### config.mk
export PLATFORM = sky130hd
export DESIGN_NAME = snn_image_loader
export DESIGN_NICKNAME = d
export VERILOG_FILES = /design/src/rtl/snn_pkg.sv /design/src/rtl/snn_byte_unpacker.sv /design/src/rtl/snn_image_loader.sv
export SDC_FILE = /design/constraint.sdc
export NUM_CORES = 1
export LEC_CHECK = 0
export CORE_MARGIN = 5
export CORE_UTILIZATION = 45
export DETAILED_ROUTE_END_ITERATION = 10
export GPL_TIMING_DRIVEN = 0
export PLACE_DENSITY_LB_ADDON = 0.2
export SYNTH_ARGS = -nofsm -noshare
export SYNTH_HDL_FRONTEND = slang
export SYNTH_SLANG_ARGS = --single-unit
### constraint.sdc
create_clock -name clk_i -period 1.8 [get_ports clk_i]
set_clock_uncertainty 0.15 [all_clocks]
set_input_delay 0.18 -clock clk_i [delete_from_list [all_inputs] [get_ports clk_i]]
set_output_delay 0.18 -clock clk_i [all_outputs]
set_load 0.1 [all_outputs]
### src/rtl/snn_pkg.sv
// Shared constants and state type for the host->SNN image loader.
package snn_pkg;

  localparam int unsigned NUM_PIXELS    = 784;
  localparam int unsigned PIX_PER_BYTE  = 8;
  localparam int unsigned BYTES_PER_IMG = NUM_PIXELS / PIX_PER_BYTE;

  typedef enum logic [1:0] {
    StLoad,
    StUnpack,
    StFull
  } loader_state_t;

endpackage

### src/rtl/snn_byte_unpacker.sv
// Byte-to-pixel serialiser: 1-deep hold register, LSB-first shift register and bit counter.
module snn_byte_unpacker
  import snn_pkg::*;
#(
  localparam int unsigned CntW = $clog2(PIX_PER_BYTE)
) (
  input  logic            clk_i,
  input  logic            rst_ni,
  input  logic [7:0]      rx_byte_i,
  input  logic            hold_wr_i,
  input  logic            hold_pop_i,
  input  logic            load_i,
  input  logic            load_from_hold_i,
  input  logic            shift_i,
  output logic            hold_vld_o,
  output logic            bit_o,
  output logic [CntW-1:0] bit_idx_o,
  output logic            done_o
);

  logic [7:0]      hold_q, hold_d;
  logic            hold_vld_q, hold_vld_d;
  logic [7:0]      sh_q, sh_d;
  logic [CntW-1:0] cnt_q, cnt_d;

  always_comb begin
    hold_d     = hold_q;
    hold_vld_d = hold_vld_q;
    sh_d       = sh_q;
    cnt_d      = cnt_q;
    // A write in the same cycle as a pop refills the slot that is being consumed
    if (hold_wr_i) begin
      hold_d     = rx_byte_i;
      hold_vld_d = 1'b1;
    end else if (hold_pop_i) begin
      hold_vld_d = 1'b0;
    end
    if (load_i) begin
      sh_d  = load_from_hold_i ? hold_q : rx_byte_i;
      cnt_d = '0;
    end else if (shift_i) begin
      sh_d  = {1'b0, sh_q[7:1]};
      cnt_d = cnt_q + 1'b1;
    end
  end

  always_ff @(posedge clk_i or negedge rst_ni) begin
    if (!rst_ni) begin
      hold_q     <= '0;
      hold_vld_q <= 1'b0;
      sh_q       <= '0;
      cnt_q      <= '0;
    end else begin
      hold_q     <= hold_d;
      hold_vld_q <= hold_vld_d;
      sh_q       <= sh_d;
      cnt_q      <= cnt_d;
    end
  end

  assign hold_vld_o = hold_vld_q;
  assign bit_o      = sh_q[0];
  assign bit_idx_o  = cnt_q;
  assign done_o     = shift_i && (cnt_q == CntW'(PIX_PER_BYTE - 1));

endmodule

### src/rtl/snn_image_loader.sv
// Unpacks received UART bytes into single-bit pixel RAM writes and hands full images to the core.
// Optional idle timeout for partial frames is enabled by defining RX_TIMEOUT_EN.
module snn_image_loader
  import snn_pkg::*;
#(
  parameter int unsigned NumPixels = NUM_PIXELS,
  parameter int unsigned AddrW     = 10
`ifdef RX_TIMEOUT_EN
  ,
  parameter int unsigned TimeoutCyc = 26040
`endif
) (
  input  logic             clk_i,
  input  logic             rst_ni,
  input  logic             rx_rdy_i,
  input  logic [7:0]       rx_data_i,
  input  logic             img_ack_i,
  output logic             pix_we_o,
  output logic [AddrW-1:0] pix_addr_o,
  output logic             pix_wdata_o,
  output logic             img_rdy_o,
  output logic             frame_err_o
);

  localparam int unsigned BytesPerImg = NumPixels / PIX_PER_BYTE;
  localparam int unsigned IdxW        = (BytesPerImg > 1) ? $clog2(BytesPerImg) : 1;
  localparam int unsigned CntW        = $clog2(PIX_PER_BYTE);

  loader_state_t   state_q, state_d;
  logic [IdxW-1:0] byte_idx_q, byte_idx_d;
  logic [AddrW-1:0] addr_q, cur_addr;
  logic            err_q, err_d, err_set, err_clr;
  logic            load, load_from_hold, hold_wr, hold_pop, shift;
  logic            hold_vld, bit_val, done, last_byte, timeout;
  logic [CntW-1:0] bit_idx;

  snn_byte_unpacker u_unpacker (
    .clk_i            (clk_i),
    .rst_ni           (rst_ni),
    .rx_byte_i        (rx_data_i),
    .hold_wr_i        (hold_wr),
    .hold_pop_i       (hold_pop),
    .load_i           (load),
    .load_from_hold_i (load_from_hold),
    .shift_i          (shift),
    .hold_vld_o       (hold_vld),
    .bit_o            (bit_val),
    .bit_idx_o        (bit_idx),
    .done_o           (done)
  );

  assign shift     = (state_q == StUnpack);
  assign last_byte = (byte_idx_q == IdxW'(BytesPerImg - 1));
  assign cur_addr  = AddrW'({byte_idx_q, bit_idx});

`ifdef RX_TIMEOUT_EN
  localparam int unsigned TW = $clog2(TimeoutCyc + 1);
  logic [TW-1:0] idle_q, idle_d;
  logic          idle_run;

  assign idle_run = (state_q == StLoad) && (byte_idx_q != '0) && !rx_rdy_i && !hold_vld;
  assign timeout  = idle_run && (idle_q == TW'(TimeoutCyc - 1));
  assign idle_d   = (idle_run && !timeout) ? idle_q + 1'b1 : '0;

  always_ff @(posedge clk_i or negedge rst_ni) begin
    if (!rst_ni) idle_q <= '0;
    else         idle_q <= idle_d;
  end
`else
  assign timeout = 1'b0;
`endif

  always_comb begin
    state_d        = state_q;
    byte_idx_d     = byte_idx_q;
    load           = 1'b0;
    load_from_hold = 1'b0;
    hold_wr        = 1'b0;
    hold_pop       = 1'b0;
    err_set        = 1'b0;
    err_clr        = 1'b0;
    unique case (state_q)
      StLoad: begin
        if (hold_vld) begin
          load           = 1'b1;
          load_from_hold = 1'b1;
          hold_pop       = 1'b1;
          hold_wr        = rx_rdy_i;
          state_d        = StUnpack;
        end else if (rx_rdy_i) begin
          load    = 1'b1;
          state_d = StUnpack;
        end else if (timeout) begin
          byte_idx_d = '0;
          err_set    = 1'b1;
        end
      end
      StUnpack: begin
        if (done) begin
          if (last_byte) begin
            state_d = StFull;
          end else begin
            byte_idx_d = byte_idx_q + 1'b1;
            if (hold_vld) begin
              load           = 1'b1;
              load_from_hold = 1'b1;
              hold_pop       = 1'b1;
            end else begin
              state_d = StLoad;
            end
          end
        end
        // The hold slot is free again only if it is being consumed this very cycle
        if (rx_rdy_i) begin
          if (hold_vld && !hold_pop) err_set = 1'b1;
          else                       hold_wr = 1'b1;
        end
      end
      StFull: begin
        if (img_ack_i) begin
          state_d    = StLoad;
          byte_idx_d = '0;
          err_clr    = 1'b1;
          if (rx_rdy_i) begin
            if (hold_vld) err_set = 1'b1;
            else          hold_wr = 1'b1;
          end
        end else if (rx_rdy_i) begin
          err_set = 1'b1;
        end
      end
      default: state_d = StLoad;
    endcase
  end

  assign err_d = err_set | (err_q & ~err_clr);

  always_ff @(posedge clk_i or negedge rst_ni) begin
    if (!rst_ni) begin
      state_q    <= StLoad;
      byte_idx_q <= '0;
      addr_q     <= '0;
      err_q      <= 1'b0;
    end else begin
      state_q    <= state_d;
      byte_idx_q <= byte_idx_d;
      addr_q     <= shift ? cur_addr : addr_q;
      err_q      <= err_d;
    end
  end

  assign pix_we_o    = shift;
  assign pix_addr_o  = shift ? cur_addr : addr_q;
  assign pix_wdata_o = shift & bit_val;
  assign img_rdy_o   = (state_q == StFull);
  assign frame_err_o = err_q;

endmodule

Word level (Yosys, flattened, before mapping)
Cells that the tools add are included.
W data, S select, Z words.
{"block": "totals", "regBits": 40, "latch_bits": 0, "mem_bits_rw": 0, "romBits": 0, "in_bits": 12, "memories": 0}
{"block": "classes", "addsub": 2, "n_mul": 0, "div_mod_pow": 0, "magnitude_cmp": 0, "n_eq_ne": 9, "shifts": 0, "mux": 42, "n_bitwise": 4, "reduce_logical": 9}
{"cell": "$mux W8", "count": 3}
{"cell": "$mux W7", "count": 3}
{"cell": "$mux W1", "count": 20}
{"cell": "$pmux W7 S2", "count": 1}
{"cell": "$mux W2", "count": 6}
{"cell": "$mux W10", "count": 1}
{"cell": "$pmux W1 S2", "count": 4}
{"cell": "$reduce_and A4 Y1", "count": 2}
{"cell": "$add A7 B1 Y7 const B", "count": 1}
{"cell": "$eq A7 B7 Y1 const B", "count": 1}
{"cell": "$mux W3", "count": 2}
{"cell": "$pmux W2 S3", "count": 1}
{"cell": "$reduce_bool A2 Y1", "count": 3}
{"cell": "$ne A2 B2 Y1 const B", "count": 2}
{"cell": "$add A3 B1 Y3 const B", "count": 1}
{"cell": "$eq A3 B3 Y1 const B", "count": 1}
{"cell": "$ne A3 B2 Y1 const B", "count": 1}
{"cell": "$ne A3 B3 Y1 const B", "count": 1}
{"cell": "$pmux W1 S3", "count": 1}
{"cell": "$and A1 B1 Y1", "count": 2}
{"cell": "$eq A2 B1 Y1 const B", "count": 1}
{"cell": "$eq A2 B2 Y1 const B", "count": 1}
{"cell": "$logic_and A1 B1 Y1", "count": 2}
{"cell": "$logic_not A2 Y1", "count": 1}
{"cell": "other kinds (4)", "count": 4}

Logic depth before layout (Yosys ltp)
{"block": "depth", "ltp_word": 10, "ltp_mapped": 7}

Modules after synthesis
A second synthesis with hierarchy kept.
{"block": "unflattened", "hier_cells": 178, "area_unflattened_um2": 2094.5}
{"mod": "snn_image_loader", "instances": 1, "cells_each": 111, "area_each_um2": 1156.1}
{"mod": "snn_byte_unpacker", "instances": 1, "cells_each": 67, "area_each_um2": 938.4}

Least setup slack after synthesis
OpenSTA, ideal clock, no wires.
{"block": "synth_path", "path_kind": "register -> output", "startpoint": "reg state_q[1]", "endpoint": "out pix_wdata_o", "arrival_ns": 2.725, "required_ns": 1.470, "path_slack_ns": -1.255, "stages_incl_launch_ff": 6, "path_buffers": 2, "path_cell_list": "dfrtp_1 -> inv_1 -> ha_1 -> buf_2 -> buf_2 -> and2_1"}
{"block": "synth_between", "elab_chain_len": 2}
{"element": "start: declaration", "line": "snn_image_loader.sv:29", "source": "loader_state_t state_q, state_d;"}
{"element": "start signal: assignment", "line": "snn_image_loader.sv:140", "source": "state_q <= StLoad;"}
{"element": "start signal: assignment", "line": "snn_image_loader.sv:145", "source": "state_q <= state_d;"}
{"element": "$eq A2 B1 Y1", "line": "snn_image_loader.sv:52", "source": "assign shift = (state_q == StUnpack);"}
{"element": "via pix_we_o", "line": "snn_image_loader.sv:18", "source": "output logic pix_we_o,"}
{"element": "$and A1 B1 Y1", "line": "snn_image_loader.sv:154", "source": "assign pix_wdata_o = shift & bit_val;"}
{"element": "end: declaration", "line": "snn_image_loader.sv:20", "source": "output logic pix_wdata_o,"}
The timed path passes the listed nets, and every way through them passes these cells.

Final worst setup path
{"block": "layout_path", "startpoint": "reg state_q[1]", "endpoint": "out pix_addr_o[4]"}
{"block": "layout_between", "elab_chain_len": 2}
{"element": "$eq A2 B1 Y1", "line": "snn_image_loader.sv:52"}
{"element": "$mux W10", "line": "snn_image_loader.sv:153", "source": "assign pix_addr_o = shift ? cur_addr : addr_q;"}
{"element": "end: declaration", "line": "snn_image_loader.sv:19", "source": "output logic [AddrW-1:0] pix_addr_o,"}
Every way passes these cells.

==> results.json <==
{
  "r2r_cells": 8,
  "die_h_um": 77.7,
  "pwr_density_cell_mw_per_mm2": 1730,
  "numCtsBuffers": 5,
  "hpwl_mm": 3.22,
  "nNetsFinal": 265,
  "maxCapViolations": 0,
  "hold_class": "in2reg",
  "drv_slew": 0,
  "cp.required_ns": 1.47,
  "cp-startpoint": "state_q[1]",
  "routed_via_density": 6.07,
  "dieWidth_um": 77.7,
  "start_util": 0.470,
  "gp_congestion": 0.840,
  "timing.final.crit_share": 1.14,
  "syn_area_sq_mm": 0.00206,
  "final_util": 0.759,
  "crit_type": "reg2out",
  "setup_ws_ns": -0.249,
  "p_seq_frac": 0.247,
  "synth_warnings": 0,
  "insertion_delay_ns": 0.30,
  "place_ws_ns": -1.02,
  "route.detailed.drc": 0,
  "reg2reg_from": "state_q[0]",
  "overflow": 0,
  "antenna_found_initial": 0,
  "syn_nets": 198,
  "violations": "setup timing",
  "grt_usage": 0.202,
  "cts_tree": "yes",
  "period_minus_slack_ns": 2.05,
  "ir_drop_uv": 1390,
  "diodes": 0,
  "swShare": 0.407,
  "path_cells": "inv_2, ha_4, buf_12, buf_12, mux2_4, buf_12",
  "r2r_setup_slack_ns": -0.24,
  "cp_top_family": "buffers and inverters",
  "worstPathArrival_ns": 1.72,
  "timing.rr.end": "u_unpacker.sh_q[4]",
  "grt_pass1_wl_mm": 9.63,
  "max_slew.worst_pin.slew_ns": 0.910,
  "syn_to_final_growth_pct": 61.7,
  "holdWs_ns": 0.124,
  "endpoint_kind": "output port",
  "finalSetupViolCount": 32,
  "crit_buf_inv": 4,
  "p_switching_uw": 2340,
  "rsz0062_at_grt": "yes",
  "cts_buffer_depth": 2,
  "die-area_sq_mm": 0.00603,
  "ios": 26,
  "root_buffer": "clkbuf_8",
  "seq_area_frac_synth": 0.486,
  "placed_cells_incl_taps": 254,
  "synth_cell_types": 40,
  "cp-start-kind": "flip-flop",
  "stdcell_count": 298,
  "worstHoldPathCells": 3,
  "cts_sinks": 40,
  "crit_path_max_incr_delay_ns": 0.43,
  "ant_nets": 0,
  "share_comb_of_total_power": 0.611,
  "final_layout_size_suffix_gt1_frac": 0.541,
  "max_freq_mhz": 488,
  "wire_per_inst_um": 20.5,
  "core-area_sq_mm": 0.00438,
  "hold_end": "frame_err_o",
  "rows": 24,
  "power.leakage_uw": 0.00142,
  "vias": 1808,
  "crit_top_cell": "buf_12",
  "p_clk_frac": 0.143,
  "hold_violations": 0,
  "timing.slew.headroom": 0.393,
  "drt_iter0_markers": 131,
  "status": "complete, but fails checks",
  "syn_area_per_cell_sq_um": 11.6,
  "hold_start": "rx_rdy_i",
  "wl_mm": 6.12,
  "grt_pass1_vias": 1855,
  "dr.pass1.iters": 4,
  "htree_levels": 2,
  "crit_fanout": 6,
  "internal_power_uw": 3420,
  "clk_pin_slew_ns": 0.08,
  "syn_inst": 178,
  "ys_ff_latch": 40,
  "grt_max_degree": 41,
  "cpMaxStageDelayCell": "dfrtp_2",
  "io_buffers": 24
}
-- area by class of cell --
class,instances,area (sq um)
multi-input combinational,127,1330
tap,52,65.1
inverter,5,21.3
buffer,6,75.1
timing repair buffer,60,702
clock inverter,1,30.0
fill,236,1050
clock buffer,7,96.3
sequential,40,1010
-- cell families after synthesis --
group / count (synthesis) / synth area share
xor+xnor: 2 / 0.00851
compound gates: 50 / 0.194
mux: 22 / 0.118
simple gates: 45 / 0.120
buf+inv: 11 / 0.0243
fa+ha+maj: 8 / 0.0486
flops: 40 / 0.486
-- cell usage after synthesis, drive strengths merged --
master / count / area [sq um]
dfrtp: 40 / 1000
mux2: 19 / 214
o21ai: 13 / 65.1
nor2: 10 / 37.5
nand2: 9 / 33.8
a21oi: 8 / 40.0
ha: 8 / 100
o221a: 8 / 90.1
o22a: 7 / 61.3
nand2b: 6 / 37.5
buf: 5 / 27.5
inv: 5 / 18.8
and2: 4 / 25.0
o31ai: 4 / 35.0
mux2i: 3 / 30.0
nand4: 3 / 18.8
nor2b: 3 / 18.8
nand3: 2 / 10.0
o22ai: 2 / 12.5
or3: 2 / 12.5
a21boi: 1 / 18.8
a22oi: 1 / 7.51
a2bb2oi: 1 / 8.76
a32oi: 1 / 8.76
and4bb: 1 / 16.3
clkbuf: 1 / 3.75
nand3b: 1 / 7.51
nand4bb: 1 / 11.3
nor3: 1 / 5.00
nor4: 1 / 6.26
o2111ai: 1 / 26.3
o21a: 1 / 7.51
o31a: 1 / 8.76
o41ai: 1 / 8.76
or4: 1 / 7.51
xnor2: 1 / 8.76
xor2: 1 / 8.76
-- cell usage in the layout, fill, tap and decap left out, types with 2 or more instances in the layout --
cell,count
a21oi_1,3
a21oi_2,3
a21oi_4,2
and2_1,3
buf_12,17
buf_2,4
buf_4,25
buf_6,7
clkbuf_8,8
clkdlybuf4s50_1,9
dfrtp_1,35
dfrtp_2,5
ha_1,3
ha_4,4
inv_2,3
mux2_4,19
mux2i_1,3
nand2_1,7
nand2b_1,4
nand4_1,3
nor2_1,7
nor2_4,2
nor2b_1,2
o21ai_0,5
o21ai_1,5
o21ai_4,2
o221a_2,8
o22a_1,7
o22ai_1,2
o31ai_1,2
o31ai_4,2
or3_1,2
-- routing by layer --
metal	GRT usage	share of wire	vias to the layer above
li1	-	-	801
met1	0.262	0.42	921
met2	0.326	0.49	69
met3	0.0440	0.053	17
met4	0.0842	0.029	0
met5	0	0	-
-- what timing repair did --
| action | in CTS | in global routing |
|---|---|---|
| cloned | 1 | 0 |
| setup endpoints to repair | 40 | 40 |
| buffers inserted | 30 | 6 |
| gates resized for setup | 167 | 15 |
| pin swaps | 8 | 4 |
| hold buffers | 1 | 0 |
| hold endpoints to repair | 40 | 0 |
-- tightest hold or removal path, stage by stage --
cell	delay, ns
buf_2	0.18
nand4_1	0.12
o21ai_1	0.06
-- stage by stage --
stage | TNS (ns) | cell area [sq um] | total power [uW]
6_report | -6.14 | 3330 | 5760
5_1_grt | -7.76 | 3330 | 6010
4_1_cts | -5.37 | 3240 | 5520
3_5_place_dp | -18.22 | 2480 | 3680
3_3_place_gp | -37.14 | 2490 | 3620
2_1_floorplan | -6.93 | 2180 | 3210
-- registers in the layout, summed over array words and instances, names as in the netlist --
register,count
state_q,2
u_unpacker.hold_vld_o,1
addr_q,10
u_unpacker.bit_idx_o,3
u_unpacker.sh_q,8
frame_err_o,1
u_unpacker.hold_q,8
byte_idx_q,7
-- power groups by stage --
stage	clock network, uW	logic [uW]	registers [uW]
global route	879	3680	1450
detailed placement	0	2290	1390
floorplan	0	1820	1390
finish	821	3520	1420
CTS	822	3300	1400
global placement	0	2250	1380
-- worst max-delay path by stage --
stage                    end  slack (ns)  cells after the start
2_1_floorplan  pix_addr_o[4]       -0.24                      5
3_3_place_gp   pix_addr_o[7]       -0.97                      6
3_5_place_dp   pix_addr_o[7]       -1.02                      6
4_1_cts        pix_addr_o[7]       -0.24                      6
5_1_grt        pix_addr_o[4]       -0.30                      6
6_report       pix_addr_o[4]       -0.25                      6
No activity file was read; power rests on OpenSTA's default activity.
